<file path="src/rtl/fnd_pkg.sv">
// Shared constants, conversion state enum and the double-dabble nibble adjust for the FND scan path.
// No logic or state of its own, so no latency and no backpressure.
package fnd_pkg;
  localparam int DIGITS       = 4;
  localparam int BCD_W        = 4;
  localparam int VALUE_W      = 14;
  localparam int MAX_VALUE    = 9999;
  localparam int SHIFT_CYCLES = 14;
  localparam int ACC_W        = DIGITS * BCD_W;

  typedef enum logic [1:0] {
    CONV_IDLE,
    CONV_SHIFT,
    CONV_COMMIT
  } conv_state_e;

  // Add 3 to every nibble that is 5 or more, so that the following shift carries into the next digit.
  function automatic logic [ACC_W-1:0] dd_adjust(input logic [ACC_W-1:0] acc);
    logic [ACC_W-1:0] r;
    r = acc;
    for (int k = 0; k < DIGITS; k++) begin
      if (acc[k*BCD_W +: BCD_W] >= 4'd5) begin
        r[k*BCD_W +: BCD_W] = acc[k*BCD_W +: BCD_W] + 4'd3;
      end
    end
    return r;
  endfunction
endpackage

</file>
<file path="src/rtl/bin2bcd_seq.sv">
// Sequential double-dabble conversion: start is taken in IDLE, 14 shift cycles follow, then done is high for one COMMIT cycle.
// busy is high from the start edge to the commit edge, and start is ignored whenever busy is high.
module bin2bcd_seq
  import fnd_pkg::*;
(
  input  logic               clk,
  input  logic               rst_n,
  input  logic               start,
  input  logic [VALUE_W-1:0] value,
  output logic               busy,
  output logic               done,
  output logic [ACC_W-1:0]   bcd
);

  conv_state_e                state_q, state_d;
  logic [VALUE_W-1:0]         bin_q, bin_d;
  logic [ACC_W-1:0]           acc_q, acc_d;
  logic [3:0]                 cnt_q, cnt_d;
  logic                       busy_q, busy_d;
  logic                       done_q, done_d;
  logic [ACC_W+VALUE_W-1:0]   shifted;

  always_comb begin
    state_d = state_q;
    bin_d   = bin_q;
    acc_d   = acc_q;
    cnt_d   = cnt_q;
    busy_d  = busy_q;
    done_d  = 1'b0;
    shifted = {dd_adjust(acc_q), bin_q} << 1;
    case (state_q)
      CONV_IDLE: begin
        if (start) begin
          bin_d   = value;
          acc_d   = '0;
          cnt_d   = '0;
          busy_d  = 1'b1;
          state_d = CONV_SHIFT;
        end
      end
      CONV_SHIFT: begin
        {acc_d, bin_d} = shifted;
        cnt_d          = cnt_q + 4'd1;
        if (cnt_q == 4'(SHIFT_CYCLES - 1)) begin
          done_d  = 1'b1;
          state_d = CONV_COMMIT;
        end
      end
      CONV_COMMIT: begin
        busy_d  = 1'b0;
        state_d = CONV_IDLE;
      end
      default: state_d = CONV_IDLE;
    endcase
  end

  always_ff @(posedge clk or negedge rst_n) begin
    if (!rst_n) begin
      state_q <= CONV_IDLE;
      bin_q   <= '0;
      acc_q   <= '0;
      cnt_q   <= '0;
      busy_q  <= 1'b0;
      done_q  <= 1'b0;
    end else begin
      state_q <= state_d;
      bin_q   <= bin_d;
      acc_q   <= acc_d;
      cnt_q   <= cnt_d;
      busy_q  <= busy_d;
      done_q  <= done_d;
    end
  end

  assign busy = busy_q;
  assign done = done_q;
  assign bcd  = acc_q;

endmodule

</file>
<file path="src/rtl/fnd_scan_controller.sv">
// Clamps and converts a binary value to four BCD digits and scans one digit per REFRESH_DIV cycles, with all outputs registered.
// Conversion takes 15 cycles and the new digits are visible 16 cycles after i_Load; a load that arrives while busy is dropped.
module fnd_scan_controller
  import fnd_pkg::*;
#(
  parameter int unsigned REFRESH_DIV   = 100000,
  parameter bit          BLANK_LEADING = 1'b1
) (
  input  logic               i_clk,
  input  logic               i_reset_n,
  input  logic [VALUE_W-1:0] i_Value,
  input  logic               i_Load,
  input  logic               i_DisplayOn,
  output logic               o_Busy,
  output logic               o_Overflow,
  output logic [1:0]         o_DigitSelect,
  output logic [BCD_W-1:0]   o_BCD,
  output logic               o_EN
);

  localparam int CNT_W = (REFRESH_DIV > 1) ? $clog2(REFRESH_DIV) : 1;

  logic               conv_busy, conv_done;
  logic [ACC_W-1:0]   conv_bcd;
  logic               accept, over;
  logic [VALUE_W-1:0] clamped;

  logic               overflow_q, overflow_d;
  logic [ACC_W-1:0]   digits_q, digits_d;
  logic [CNT_W-1:0]   tick_q, tick_d;
  logic [1:0]         idx_q, idx_d;
  logic [1:0]         sel_q, sel_d;
  logic [BCD_W-1:0]   bcd_q, bcd_d;
  logic               en_q, en_d;

  logic [BCD_W-1:0]   dig [DIGITS];
  logic [DIGITS-1:0]  blank;
  logic               upper_zero;
  logic               wrap;

  assign over    = (i_Value > VALUE_W'(MAX_VALUE));
  assign clamped = over ? VALUE_W'(MAX_VALUE) : i_Value;
  assign accept  = i_Load & ~conv_busy;

  bin2bcd_seq u_bin2bcd (
    .clk   (i_clk),
    .rst_n (i_reset_n),
    .start (accept),
    .value (clamped),
    .busy  (conv_busy),
    .done  (conv_done),
    .bcd   (conv_bcd)
  );

  always_comb begin
    overflow_d = accept ? over : overflow_q;
    digits_d   = conv_done ? conv_bcd : digits_q;

    wrap   = (tick_q == CNT_W'(REFRESH_DIV - 1));
    tick_d = wrap ? '0 : tick_q + CNT_W'(1);
    idx_d  = wrap ? idx_q + 2'd1 : idx_q;

    for (int k = 0; k < DIGITS; k++) begin
      dig[k] = digits_q[k*BCD_W +: BCD_W];
    end

    // Digit k is blanked only when it and every digit above it are zero; the ones digit is always shown.
    upper_zero = 1'b1;
    blank      = '0;
    for (int k = DIGITS - 1; k >= 1; k--) begin
      upper_zero = upper_zero & (dig[k] == '0);
      blank[k]   = BLANK_LEADING & upper_zero;
    end

    // Every output is computed from the next index, so select, code and enable always move together on one edge.
    sel_d = idx_d;
    bcd_d = dig[idx_d];
    en_d  = ~i_DisplayOn | blank[idx_d];
  end

  always_ff @(posedge i_clk or negedge i_reset_n) begin
    if (!i_reset_n) begin
      overflow_q <= 1'b0;
      digits_q   <= '0;
      tick_q     <= '0;
      idx_q      <= '0;
      sel_q      <= '0;
      bcd_q      <= '0;
      en_q       <= 1'b1;
    end else begin
      overflow_q <= overflow_d;
      digits_q   <= digits_d;
      tick_q     <= tick_d;
      idx_q      <= idx_d;
      sel_q      <= sel_d;
      bcd_q      <= bcd_d;
      en_q       <= en_d;
    end
  end

  assign o_Busy        = conv_busy;
  assign o_Overflow    = overflow_q;
  assign o_DigitSelect = sel_q;
  assign o_BCD         = bcd_q;
  assign o_EN          = en_q;

endmodule

</file>
<file path="config.mk">
export PLATFORM = sky130hd
export DESIGN_NAME = fnd_scan_controller
export DESIGN_NICKNAME = d
export VERILOG_FILES = /design/src/rtl/fnd_pkg.sv /design/src/rtl/bin2bcd_seq.sv /design/src/rtl/fnd_scan_controller.sv
export SDC_FILE = /design/constraint.sdc
export NUM_CORES = 1
export LEC_CHECK = 0
export CAP_MARGIN = 20
export CORE_ASPECT_RATIO = 1.5
export CORE_MARGIN = 8
export CORE_UTILIZATION = 50
export DETAILED_ROUTE_END_ITERATION = 16
export PLACE_DENSITY = 0.7
export SYNTH_ARGS = -nofsm -noshare
export SYNTH_HDL_FRONTEND = slang
export SYNTH_HIERARCHICAL = 1
export SYNTH_SLANG_ARGS = --single-unit
export TNS_END_PERCENT = 100
</file>
<file path="constraint.sdc">
create_clock -name i_clk -period 2.5 [get_ports i_clk]
set_input_delay 0.5 -clock i_clk [delete_from_list [all_inputs] [get_ports i_clk]]
set_output_delay 0.5 -clock i_clk [all_outputs]
set_load 0.01 [all_outputs]
</file>
==> flow_summary.ini <==
[final_layout]
final_common_cell = dfrtp_1
regArea_sq_um = 1980
layout_common_cells = dfrtp_1 (78), o21ai_0 (31), nand2_1 (29)
final_nets = 458
syn2layout_area_growth_pct = 14.6
final_util = 0.579
filler_cell_count = 741
final_cells = 541
final_area_sq_um = 4780
drive_gt1_frac = 0.120
antenna_cells = 0
multi_input_area_sq_um = 1990

[min_path]
worstHoldPathType = in -> async

[cts]
cts_sinks = 79
clk_path_buf_depth = 2
numCtsBuffers = 9
path_clk_slew_ps = 60
root_buffer = clkbuf_16
cts.hold.buffers_added = 0
cts_setup_buffers = 0
htreeDepth = 3
clk_latency_ps = 340
cts_tree = built
ctsResizeCount = 0

[timing]
finalMaxSlewViolations = 0
min_period_over_period = 0.818
fmax_mhz = 489
slew_headroom = 0.507
clock_skew_ps = 6.52
finalHoldViolCount = 0
setup_viol = 0
tns_ps = 0
rsz0062_at_grt = no
tightestPinTransition_ps = 739
fin_crit_ps = 2040

[logic_synthesis]
async_reset_ff_frac = 1.00
netlist_area_sq_um = 4170
syn-mean-instance-area_sq_um = 10.3
synth_edf_count = 0
synth.ff_latch_count = 79
synth_cells = 407
synth_nets = 436
synth.yosys.seq_area_share = 0.474
synth_top_flop_cell = dfrtp_1
synth_warnings = 6
ys_types = 48

[worst_setup_path]
crit_buf_inv = 1
worstPathCellList = clkdlybuf4s50_1
ff2ff_path_depth = 4
crit_arrival_ps = 1540
path_delay_family = buffers and inverters
rrSetupSlack_ps = 560
crit_type = reg -> out
regToRegStartpoint = tick_q[13]
max_stage_delay_ps = 620
reg2reg_to = o_BCD[0]
cp-end-kind = primary output
worstPathMaxFanout = 11
start_kind = flop
cpMaxStageDelayCell = clkdlybuf4s50_1
cp.required_ps = 2000

[power]
p_sw_frac = 0.351
p_clk_frac = 0.265
p_total_mw = 4.91
power_density_nw_per_um2 = 1030
power_frac_seq = 0.420
combPwrFrac = 0.315
p_leak_nw = 2.05
vdd_drop_max_mv = 0.481
p_sw_mw = 1.72
internal-power_mw = 3.19

[placement]
gp_congestion = 0.765
place_area_sq_um = 4480
dp.cells = 525
port_buffers = 26
hpwlAfterDp_microns = 5820

[global_route]
grt_first_pass_wirelength_microns = 14600
antenna_found_initial = 0
grt-ovfl-total = 0
grt_usage = 0.154
grt_max_degree = 46
first_global_vias = 3171

[detailed_routing]
vias_per_cell = 5.71
post_drt_wl_per_cell_microns = 15.4
ant_nets = 0
wirelength_microns = 8310
first_iter_violations = 120
drtPass1Iterations = 4
drc_errors = 0
vias = 3088

[floorplan]
initial_core_util = 0.505
die_h_microns = 128
dieArea_sq_um = 11600
core_sq_um = 8260
pin_count = 27
rows = 41
die_x_microns = 90.6

[job]
drv_cap = 0

[run_status]
run_status = complete, no violations
## power groups by stage
stage | combinational [mW] | clock (mW) | sequential (mW)
floorplan | 1.23 | 0 | 1.96
global route | 1.76 | 1.38 | 2.12
finish | 1.55 | 1.30 | 2.06
global placement | 1.48 | 0 | 2.06
CTS | 1.57 | 1.34 | 2.06
detailed placement | 1.56 | 0 | 2.08
## cell families (layout without fill, tap and decap cells)
| logic type | Yosys count | in the layout | share of synthesized area |
|---|---|---|---|
| and+or+nand+nor | 144 | 144 | 0.192 |
| buffers and inverters | 35 | 62 | 0.0483 |
| AOI/OAI and AO/OA | 87 | 87 | 0.129 |
| xor gates and xnor gates | 21 | 21 | 0.0441 |
| DFF | 79 | 79 | 0.474 |
| muxes | 30 | 30 | 0.0798 |
| adders and majority gates | 11 | 11 | 0.0330 |
## state kept, by name, summed over array words and instances, names as in the netlist, 2 cells and up
name / count
o_BCD: 4
u_bin2bcd/bin_q: 14
idx_q: 2
u_bin2bcd/cnt_q: 4
u_bin2bcd/state_q: 2
tick_q: 17
u_bin2bcd/bcd: 16
digits_q: 16
## synthesized netlist by cell type (3+ instances only)
cell type | instances | area, sq um
and2_1 | 4 | 25.0
inv_1 | 11 | 41.3
o21ai_0 | 31 | 155
and3_1 | 3 | 18.8
nand2_1 | 29 | 109
nand4_1 | 5 | 31.3
buf_4 | 3 | 22.5
ha_1 | 11 | 138
nand3b_1 | 5 | 37.5
nor2_1 | 16 | 60.1
o2111ai_1 | 4 | 35.0
and4_1 | 4 | 35.0
xor2_1 | 11 | 96.3
a21oi_1 | 22 | 110
nor4_1 | 4 | 25.0
nand3_1 | 20 | 100
nor2b_1 | 23 | 144
buf_6 | 7 | 78.8
mux2i_1 | 10 | 100
mux2_2 | 18 | 203
nand2b_1 | 15 | 93.8
nor3_1 | 5 | 25.0
o311ai_1 | 4 | 35.0
xnor2_1 | 10 | 87.6
a22oi_1 | 14 | 105
clkbuf_1 | 8 | 30.0
dfrtp_1 | 78 | 1950
buf_2 | 5 | 25.0
## stage by stage
stage	hold slack, ps	setup WS, ps
finish	107	455
global route	136	374
CTS	110	432
detailed placement	475	292
global placement	464	413
floorplan	204	724
## routing by layer
layer / vias to the layer above / GRT usage / routed length [microns]
met5: - / 0 / 0
met4: 0 / 0.0709 / 145
met3: 12 / 0.0410 / 318
met2: 55 / 0.268 / 4330
met1: 1532 / 0.171 / 3520
li1: 1489 / - / -
## worst max path at each step
stage | from | to | slack [ps] | depth (start not counted)
CTS | idx_q[1] | o_DigitSelect[1] | 430 | 1
finish | idx_q[1] | o_DigitSelect[1] | 460 | 1
global placement | i_Value[6] | u_bin2bcd/bin_q[7] | 410 | 8
detailed placement | i_Value[6] | u_bin2bcd/bin_q[5] | 290 | 8
global route | idx_q[1] | o_DigitSelect[1] | 370 | 1
floorplan | i_Value[6] | u_bin2bcd/bin_q[5] | 720 | 7
## final cells by class
| class | count | share of cell area |
|---|---|---|
| clock buffers | 10 | 0.0479 |
| flip-flops and latches | 79 | 0.414 |
| inverters | 12 | 0.00942 |
| multi-input cells | 293 | 0.417 |
| clock inverters | 6 | 0.0149 |
| well taps | 107 | 0.0280 |
| repair buffers | 34 | 0.0691 |
Power figures use the tool's default switching activity.
